## src/rtl/r200_pkg.sv

```systemverilog
// Shared types and constants for the r200 execute stage.
package r200_pkg;

    localparam int XLEN       = 32;
    localparam int REG_ADDR_W = 5;

    typedef enum logic {
        IDLE = 1'b0,
        DIV  = 1'b1
    } ex_state_t;

endpackage

```

## src/rtl/r200_pipereg.sv

```systemverilog
// EX/MEM output register with valid/ready hold: a held result stays put until MEM takes it.
module r200_pipereg #(
    parameter int W  = 32,
    parameter int RW = 5
) (
    input  logic          clk,
    input  logic          rst_n,
    input  logic          load,
    input  logic [W-1:0]  load_res,
    input  logic [RW-1:0] load_rd,
    input  logic          ready,
    output logic          valid,
    output logic [W-1:0]  res,
    output logic [RW-1:0] rd
);

    logic          valid_q, valid_d;
    logic [W-1:0]  res_q, res_d;
    logic [RW-1:0] rd_q, rd_d;

    always_comb begin
        valid_d = valid_q & ~ready;
        res_d   = res_q;
        rd_d    = rd_q;
        if (load) begin
            valid_d = 1'b1;
            res_d   = load_res;
            rd_d    = load_rd;
        end
    end

    always_ff @(posedge clk) begin
        if (!rst_n) begin
            valid_q <= 1'b0;
            res_q   <= '0;
            rd_q    <= '0;
        end else begin
            valid_q <= valid_d;
            res_q   <= res_d;
            rd_q    <= rd_d;
        end
    end

    assign valid = valid_q;
    assign res   = res_q;
    assign rd    = rd_q;

endmodule

```

## src/rtl/r200_ex_ctrl.sv

```systemverilog
// r200 execute-stage sequencer: ALU/branch issue, iterative divider launch with watchdog,
// and one-cycle redirect/flush for taken control flow.
module r200_ex_ctrl #(
    parameter int DIV_MAX_CYCLES = 40,
    parameter int XLEN           = r200_pkg::XLEN
) (
    input  logic                           clk,
    input  logic                           rst_n,
    input  logic                           id_valid,
    output logic                           id_ready,
    input  logic                           id_is_branch,
    input  logic                           id_is_jump,
    input  logic                           id_is_div,
    input  logic [r200_pkg::REG_ADDR_W-1:0] id_rd,
    input  logic [XLEN-1:0]                ex_alu_res,
    input  logic                           ex_willbr,
    input  logic [XLEN-1:0]                ex_jumptarg,
    output logic                           div_start,
    input  logic                           div_done,
    input  logic [XLEN-1:0]                div_res,
    output logic                           mem_valid,
    input  logic                           mem_ready,
    output logic [XLEN-1:0]                mem_res,
    output logic [r200_pkg::REG_ADDR_W-1:0] mem_rd,
    output logic                           redirect_valid,
    output logic [XLEN-1:0]                redirect_pc,
    output logic                           flush,
    output logic                           div_err,
    output logic                           dbg_state
);

    import r200_pkg::*;

    localparam int CW = $clog2(DIV_MAX_CYCLES + 1);

    ex_state_t             state_q, state_d;
    logic [REG_ADDR_W-1:0] rd_q, rd_d;
    logic [CW-1:0]         cnt_q, cnt_d;
    logic                  div_start_q, div_start_d;
    logic                  redir_q, redir_d;
    logic [XLEN-1:0]       redir_pc_q, redir_pc_d;
    logic                  err_q, err_d;

    logic                  accept;
    logic                  load;
    logic [XLEN-1:0]       load_res;
    logic [REG_ADDR_W-1:0] load_rd;

    // Handshake: an instruction moves from ID when id_valid & id_ready in the same cycle.
    assign id_ready = rst_n & (state_q == IDLE) & ~redir_q & (~mem_valid | mem_ready);
    assign accept   = id_valid & id_ready;

    always_comb begin
        state_d     = state_q;
        rd_d        = rd_q;
        cnt_d       = cnt_q;
        div_start_d = 1'b0;
        redir_d     = 1'b0;
        redir_pc_d  = '0;
        err_d       = err_q;
        load        = 1'b0;
        load_res    = ex_alu_res;
        load_rd     = id_rd;
        case (state_q)
            IDLE: begin
                if (accept) begin
                    if (id_is_div) begin
                        state_d     = DIV;
                        div_start_d = 1'b1;
                        rd_d        = id_rd;
                        cnt_d       = '0;
                    end else begin
                        load = 1'b1;
                        if (id_is_jump || (id_is_branch && ex_willbr)) begin
                            redir_d    = 1'b1;
                            redir_pc_d = ex_jumptarg;
                        end
                    end
                end
            end
            DIV: begin
                load_res = div_res;
                load_rd  = rd_q;
                // div_done is not trusted in the launch cycle itself.
                if (div_done && !div_start_q) begin
                    load    = 1'b1;
                    state_d = IDLE;
                end else if (cnt_q == CW'(DIV_MAX_CYCLES - 1)) begin
                    err_d   = 1'b1;
                    state_d = IDLE;
                end else begin
                    cnt_d = cnt_q + 1'b1;
                end
            end
            default: state_d = IDLE;
        endcase
    end

    always_ff @(posedge clk) begin
        if (!rst_n) begin
            state_q     <= IDLE;
            rd_q        <= '0;
            cnt_q       <= '0;
            div_start_q <= 1'b0;
            redir_q     <= 1'b0;
            redir_pc_q  <= '0;
            err_q       <= 1'b0;
        end else begin
            state_q     <= state_d;
            rd_q        <= rd_d;
            cnt_q       <= cnt_d;
            div_start_q <= div_start_d;
            redir_q     <= redir_d;
            redir_pc_q  <= redir_pc_d;
            err_q       <= err_d;
        end
    end

    r200_pipereg #(
        .W  (XLEN),
        .RW (REG_ADDR_W)
    ) u_pipereg (
        .clk      (clk),
        .rst_n    (rst_n),
        .load     (load),
        .load_res (load_res),
        .load_rd  (load_rd),
        .ready    (mem_ready),
        .valid    (mem_valid),
        .res      (mem_res),
        .rd       (mem_rd)
    );

    assign div_start      = div_start_q;
    assign redirect_valid = redir_q;
    assign redirect_pc    = redir_pc_q;
    assign flush          = redir_q;
    assign div_err        = err_q;
    assign dbg_state      = (state_q == DIV);

endmodule

```

## config.mk

```make
export PLATFORM = sky130hd
export DESIGN_NAME = r200_ex_ctrl
export DESIGN_NICKNAME = d
export VERILOG_FILES = /design/src/rtl/r200_pkg.sv /design/src/rtl/r200_pipereg.sv /design/src/rtl/r200_ex_ctrl.sv
export SDC_FILE = /design/constraint.sdc
export NUM_CORES = 1
export LEC_CHECK = 0
export ABC_CLOCK_PERIOD_IN_PS = 2400
export BUFFER_PORTS_ARGS = -buffer_cell sky130_fd_sc_hd__buf_4
export CAP_MARGIN = 20
export CELL_PAD_IN_SITES_DETAIL_PLACEMENT = 0
export CELL_PAD_IN_SITES_GLOBAL_PLACEMENT = 1
export CORE_MARGIN = 2
export CORE_UTILIZATION = 34
export CTS_CLUSTER_DIAMETER = 60
export CTS_CLUSTER_SIZE = 10
export DETAILED_ROUTE_END_ITERATION = 6
export PLACE_DENSITY = 0.9
export SYNTH_ARGS = -nofsm -noshare
export SYNTH_HDL_FRONTEND = slang
export SYNTH_SLANG_ARGS = --single-unit
```

## constraint.sdc

```tcl
create_clock -name clk -period 2.4 [get_ports clk]
set_input_delay 0.72 -clock clk [delete_from_list [all_inputs] [get_ports clk]]
set_output_delay 0.72 -clock clk [all_outputs]
set_load 0.01 [all_outputs]
```

==> results of run 1 <==
[synthesized netlist by cell type (2+ instances only)]
cell type	n
a211oi_1	35
a211oi_2	3
a21oi_1	8
and2_1	34
buf_2	15
buf_4	3
buf_6	3
clkbuf_1	5
clkbuf_2	2
dfxtp_1	85
inv_1	2
mux2i_1	38
nand2_1	4
nand3_1	2
nand3b_1	2
nor2_1	8
nor2b_1	5
nor3_1	38
nor3_2	2
o21ai_0	2
[metal layers]
| layer | vias to the layer above | share of wire [%] | global-route usage (%) | wire length, um |
|---|---|---|---|---|
| met2 | 134 | 48 | 27.8 | 4200 |
| met1 | 1338 | 38 | 18.1 | 3380 |
| met3 | 10 | 12 | 7.80 | 1080 |
| met5 | - | 0 | 0 | 0 |
| met4 | 0 | 1.4 | 6.77 | 120 |
| li1 | 1486 | - | - | - |
[worst max path at each step]
stage,start,to,slack [ps]
after floorplan,rst_n,id_ready,120
final,rst_n,id_ready,280
after detailed placement,rst_n,id_ready,290
after global routing,rst_n,id_ready,170
after CTS,dbg_state$_SDFF_PN0_,dbg_state,260
after global placement,rst_n,id_ready,280
[logic make-up (layout without fill, tap and decap cells)]
group           count (synthesis)  in the layout  synth area share, %
simple gates                  108            108                 19.3
flops                          85             85                 51.4
fa+ha+maj                       1              1                0.378
mux                            38             38                 11.5
buf+inv                        31            213                 5.18
compound gates                 55             55                 12.3
[critical path, stage by stage]
cell	delay (ps)
buf_4	150
clkinv_1	90
nor4_1	260
buf_4	170
[sequential cells by signal (all words and copies together), names as in the netlist, 5 cells and up]
register	count
redirect_pc	32
u_pipereg.res	32
cnt_q	6
rd_q	5
u_pipereg.rd	5
[placed cells by master, fill, tap and decap left out, types with 2 or more instances in the layout]
master / count
clkbuf_8: 9
buf_4: 194
nor3_1: 38
a21oi_1: 8
mux2i_1: 38
nand3_1: 2
a211oi_2: 3
nor2b_1: 5
dfxtp_1: 84
clkinvlp_4: 2
o21ai_0: 2
and2_1: 34
nand3b_1: 2
nand2_1: 4
a211oi_1: 35
nor2_1: 8
bufinv_16: 2
[power groups by stage]
stage / clock [mW] / combinational [mW] / sequential (mW)
2_1_floorplan: 0 / 0.223 / 1.57
3_3_place_gp: 0 / 0.521 / 1.54
3_5_place_dp: 0 / 0.530 / 1.54
4_1_cts: 1.15 / 0.531 / 1.51
5_1_grt: 1.21 / 0.573 / 1.52
6_report: 1.11 / 0.522 / 1.51
[layout make-up]
cell class	count	area [um^2]	area share [%]
sequential	85	1700	33.9
inverter	2	7.51	0.150
clock inverter	7	97.6	1.94
multi-input combinational	202	1450	28.8
timing repair buffer	195	1480	29.4
tap	133	166	3.32
clock buffer	9	124	2.47
==> metrics.md, run 1 <==
| Metric | Value |
|---|---|
| Num CTS Buffers | `9` |
| Tot Pwr | `3.14 mW` |
| Switching pwr | `0.778 mW` |
| CTS max path bufs | `2` |
| Clock Pin Slew Worst Setup and Hold Paths | `90 ps` |
| R2R Path Start | `cnt_q[0]$_SDFFE_PN0P_` |
| Slew Viols, Final | `0` |
| Avg Cell Area, Syn | `10.4 um^2` |
| Final core utilization | `52.3%` |
| Initial antenna violation count | `0` |
| Tcrit/Tclk final | `88.2%` |
| Die H | `103 um` |
| Via Count | `2968` |
| Flop pwr share | `48.1%` |
| Worst R2R End | `cnt_q[4]$_SDFFE_PN0P_` |
| Share of layout cells above drive strength 1 | `44.4%` |
| CTS tree | `done` |
| Worst slack at placement | `294 ps` |
| Net Sw Frac | `24.8%` |
| Largest net degree at the start of global routing | `48` |
| # port buffers | `185` |
| Measured slew at the worst slew-check pin | `535 ps` |
| Die Span X | `103 um` |
| Number of routed nets with antenna violations | `0` |
| Gr ovfl total | `0` |
| Hold Crit Endpoint | `div_err$_SDFFE_PN0P_` |
| R2R setup slack | `630 ps` |
| Worst skew pair latency | `360 ps` |
| Die area | `10500 um^2` |
| Hold slack | `485 ps` |
| R2R cell count | `6` |
| Setup ws final | `284 ps` |
| Hold bufs inserted after CTS | `0` |
| Number of post-CTS setup repair buffers | `0` |
| Power Dens Cells | `626 nW/um^2` |
| Worst min path class | `register to register` |
| Vias in the first global route | `2877` |
| All-Layer GR Usage | `16.6%` |
| Nets | `606` |
| Setup crit start kind | `primary input` |
| CP endpoint kind | `output port` |
| Row Count | `36` |
| CTS sink count | `85` |
| Leakage power | `2.21 nW` |
| Design Area, Final | `5020 um^2` |
| Max transition margin | `64.3%` |
| DP HPWL | `6360 um` |
| Run status | `completed` |
| DR iter-0 viols | `91` |
| H-tree depth | `3` |
| Synthesized area | `3310 um^2` |
| Vias/cell | `4.69` |
| Total wire length | `8780 um` |
| P_int | `2.36 mW` |
| Number of flops mapped to enable cells by yosys | `0` |
| Initial Utilization | `34.5%` |
| Post-DP Area | `4800 um^2` |
| Core area | `9590 um^2` |
| I/O pin count | `186` |
| Syn_nets | `429` |
| Endpoints failing hold | `0` |
| Clock root buffer | `clkbuf_8` |
| Yosys top cell area share | `51.4%` |
| Ys async rst share | `0%` |
| WP data arrival | `1400 ps` |
| Pre-antenna DRT Iters | `4` |
| FILL cells | `917` |
| Seq cells post-synth | `85` |
| Final worst path period need | `2120 ps` |
| Routed wire length per instance | `13.9 um` |
| Prevailing post-synth register cell | `dfxtp_1` |
| CTS resizes | `0` |
| Hold Crit Start | `div_err$_SDFFE_PN0P_` |
| Max cap viols | `0` |
| Antenna diodes | `0` |
| First-pass GRT wire length | `13300 um` |
| Placed instance count | `617` |
| Synthesized instance count | `318` |
| Residual DRC | `0` |
| Post-synth top area cell | `dfxtp_1` |
| Crit path max fanout | `11` |
| RePlAce Congestion | `0.747` |
| Hold depth | `2` |
| Setup violators final | `0` |
| Logic gate share of total power | `16.6%` |
| RSZ-0062 raised after global routing | `false` |
| Clock skew | `9.55 ps` |
| VDD IR max | `0.355 mV` |
| Clock Power Share | `35.3%` |
| Sum Neg Setup Slack | `0 ps` |
| Yosys Warn Count | `0` |
| Unique masters post-synth | `42` |
| Kind of critical path | `primary input to output port` |
| Post-synthesis sequential area ratio | `51.4%` |
| Area Growth Syn to Fin | `51.6%` |
| Post-Layout Cell Count | `633` |
| FMAX | `473 MHz` |
| Synth area leaders | `dfxtp_1 51%, mux2i_1 11%, a211oi_1 7.9%` |
| CP Data Required Time | `1680 ps` |
(Power assumes the default switching activity.)
==> run 2, diff against run 1 <==
--- a/config.mk
+++ b/config.mk
@@ -10,6 +10,7 @@
 export CAP_MARGIN = 20
 export CELL_PAD_IN_SITES_DETAIL_PLACEMENT = 0
 export CELL_PAD_IN_SITES_GLOBAL_PLACEMENT = 1
+export CORE_ASPECT_RATIO = 1.75
 export CORE_MARGIN = 2
 export CORE_UTILIZATION = 34
 export CTS_CLUSTER_DIAMETER = 60
==> run 2 against run 1 <==
  * Critical path depth did not move
  * Die area rose by 0.29%
  * Utilization up 1.6 points
  * Sequential share of layout area fell by 0.60 points
  * Clock power rose by 26%
  * Power increased by 9.5%
  * Non-clock buffer count increased by 2
  * Sequential power about the same
  * Final area is 1.8% higher
  * Via count is 1.8% higher
==> metrics.md, run 2 (synthesis gave the netlist of run 1 again) <==
| Metric | Value |
|---|---|
| Run status | `completed` |
| Hold bufs inserted after CTS | `0` |
| Crit path max fanout | `11` |
| Clock skew | `6.80 ps` |
| CP endpoint kind | `output port` |
| Hold Crit Endpoint | `cnt_q[0]$_SDFFE_PN0P_` |
| Gr ovfl total | `0` |
| Area Growth Syn to Fin | `54.3%` |
| Number of post-CTS setup repair buffers | `0` |
| All-Layer GR Usage | `17.3%` |
| Row Count | `47` |
| Hold Crit Start | `cnt_q[0]$_SDFFE_PN0P_` |
| CTS tree | `done` |
| Sum Neg Setup Slack | `0 ps` |
| Slew Viols, Final | `0` |
| Share of layout cells above drive strength 1 | `44.6%` |
| Flop pwr share | `44.2%` |
| Logic gate share of total power | `15.2%` |
| R2R cell count | `5` |
| Via Count | `3022` |
| P_int | `2.62 mW` |
| Switching pwr | `0.819 mW` |
| CTS max path bufs | `2` |
| Pre-antenna DRT Iters | `4` |
| Commonest non-fill, non-tap cells in the layout | `196 x buf_4, 84 x dfxtp_1, 38 x mux2i_1, 38 x nor3_1, 35 x a211oi_1` |
| CP Data Required Time | `1680 ps` |
| Die area | `10600 um^2` |
| R2R Path Start | `dbg_state$_SDFF_PN0_` |
| Antenna diodes | `0` |
| Residual DRC | `0` |
| Die H | `135 um` |
| Total wire length | `9230 um` |
| Worst skew pair latency | `330 ps` |
| Clock Power Share | `40.6%` |
| Vias/cell | `4.84` |
| VDD IR max | `0.483 mV` |
| Clock root buffer | `clkbuf_16` |
| Leakage power | `2.26 nW` |
| Tot Pwr | `3.44 mW` |
| Max cap viols | `0` |
| Endpoints failing hold | `0` |
| # port buffers | `185` |
| Tcrit/Tclk final | `89.0%` |
| Power Dens Cells | `673 nW/um^2` |
| CTS sink count | `85` |
| Setup crit start kind | `primary input` |
| Nets | `608` |
| Largest net degree at the start of global routing | `48` |
| R2R setup slack | `590 ps` |
| FILL cells | `887` |
| Number of routed nets with antenna violations | `0` |
| Clock Pin Slew Worst Setup and Hold Paths | `60 ps` |
| Final worst path period need | `2140 ps` |
| Max transition margin | `64.4%` |
| Kind of critical path | `primary input to output port` |
| Worst R2R End | `u_pipereg.res[11]$_SDFFE_PN0P_` |
| RSZ-0062 raised after global routing | `false` |
| Net Sw Frac | `23.8%` |
| Num CTS Buffers | `9` |
| Measured slew at the worst slew-check pin | `534 ps` |
| CTS resizes | `0` |
| DP HPWL | `7080 um` |
| RePlAce Congestion | `0.763` |
| Core area | `9470 um^2` |
| Hold depth | `2` |
| Multi-input gate area | `1450 um^2` |
| Setup violators final | `0` |
| Initial antenna violation count | `0` |
| I/O pin count | `186` |
| Initial Utilization | `35.0%` |
| Worst min path class | `register to register` |
| DR iter-0 viols | `70` |
| WP data arrival | `1420 ps` |
| H-tree depth | `3` |
| FF+latch area | `1700 um^2` |
| FMAX | `468 MHz` |
| Die Span X | `78.6 um` |
| Commonest non-fill, non-tap cell in the layout | `buf_4` |
| First-pass GRT wire length | `14400 um` |
| Vias in the first global route | `3096` |
| Routed wire length per instance | `14.8 um` |
[run 2: cell count changes in the layout (fill, tap and decap cells not counted)]
cell,previous run,this run
clkbuf_16,0,9
clkbuf_8,9,1
clkinv_4,1,2
clkinv_2,1,0
buf_4,194,196
bufinv_16,2,1
[run 2: power by group through the flow]
stage / Combinational (mW) / Sequential, mW / Clock [mW]
2_1_floorplan: 0.223 / 1.57 / 0
3_3_place_gp: 0.518 / 1.55 / 0
3_5_place_dp: 0.531 / 1.55 / 0
4_1_cts: 0.532 / 1.52 / 1.44
5_1_grt: 0.568 / 1.53 / 1.50
6_report: 0.523 / 1.52 / 1.40
[run 2: worst max path at each step]
stage / startpoint / endpoint / slack [ps] / cells after the start
5_1_grt: rst_n / id_ready / 180 / 4
4_1_cts: rst_n / id_ready / 230 / 4
6_report: rst_n / id_ready / 260 / 4
2_1_floorplan: rst_n / id_ready / 120 / 4
3_5_place_dp: rst_n / id_ready / 250 / 4
3_3_place_gp: rst_n / id_ready / 290 / 4
[run 2: per-stage QoR]
step | cell area, um^2 | std cells | worst slack [ps] | utilization, % | hold slack, ps
floorplan | 3310 | 318 | 118 | - | 457
global placement | 4800 | 608 | 294 | 50.7 | 473
detailed placement | 4800 | 608 | 248 | 50.7 | 486
CTS | 5110 | 624 | 232 | 54.0 | 500
global route | 5110 | 624 | 178 | 54.0 | 527
finish | 5110 | 624 | 264 | 54.0 | 494
[run 2: layer usage]
metal | GRT usage [%] | wire length [um] | vias to the layer above
met5 | 0 | 0 | -
met4 | 7.70 | 201 | 0
met3 | 5.28 | 801 | 15
met2 | 31.5 | 4970 | 141
met1 | 17.8 | 3260 | 1374
li1 | - | - | 1492
[run 2: worst max-delay path, cell delays in order]
cell      delay [ps]
buf_4            140
clkinv_1          90
nor4_1           290
buf_4            170
[run 2: cell type report]
type | instances | share of cell area, %
Sequential cell | 85 | 33.3
Timing Repair Buffer | 197 | 29.2
Multi-Input combinational cell | 202 | 28.3
Clock buffer | 10 | 4.68
Tap cell | 122 | 2.99
Clock inverter | 6 | 1.40
Inverter | 2 | 0.147
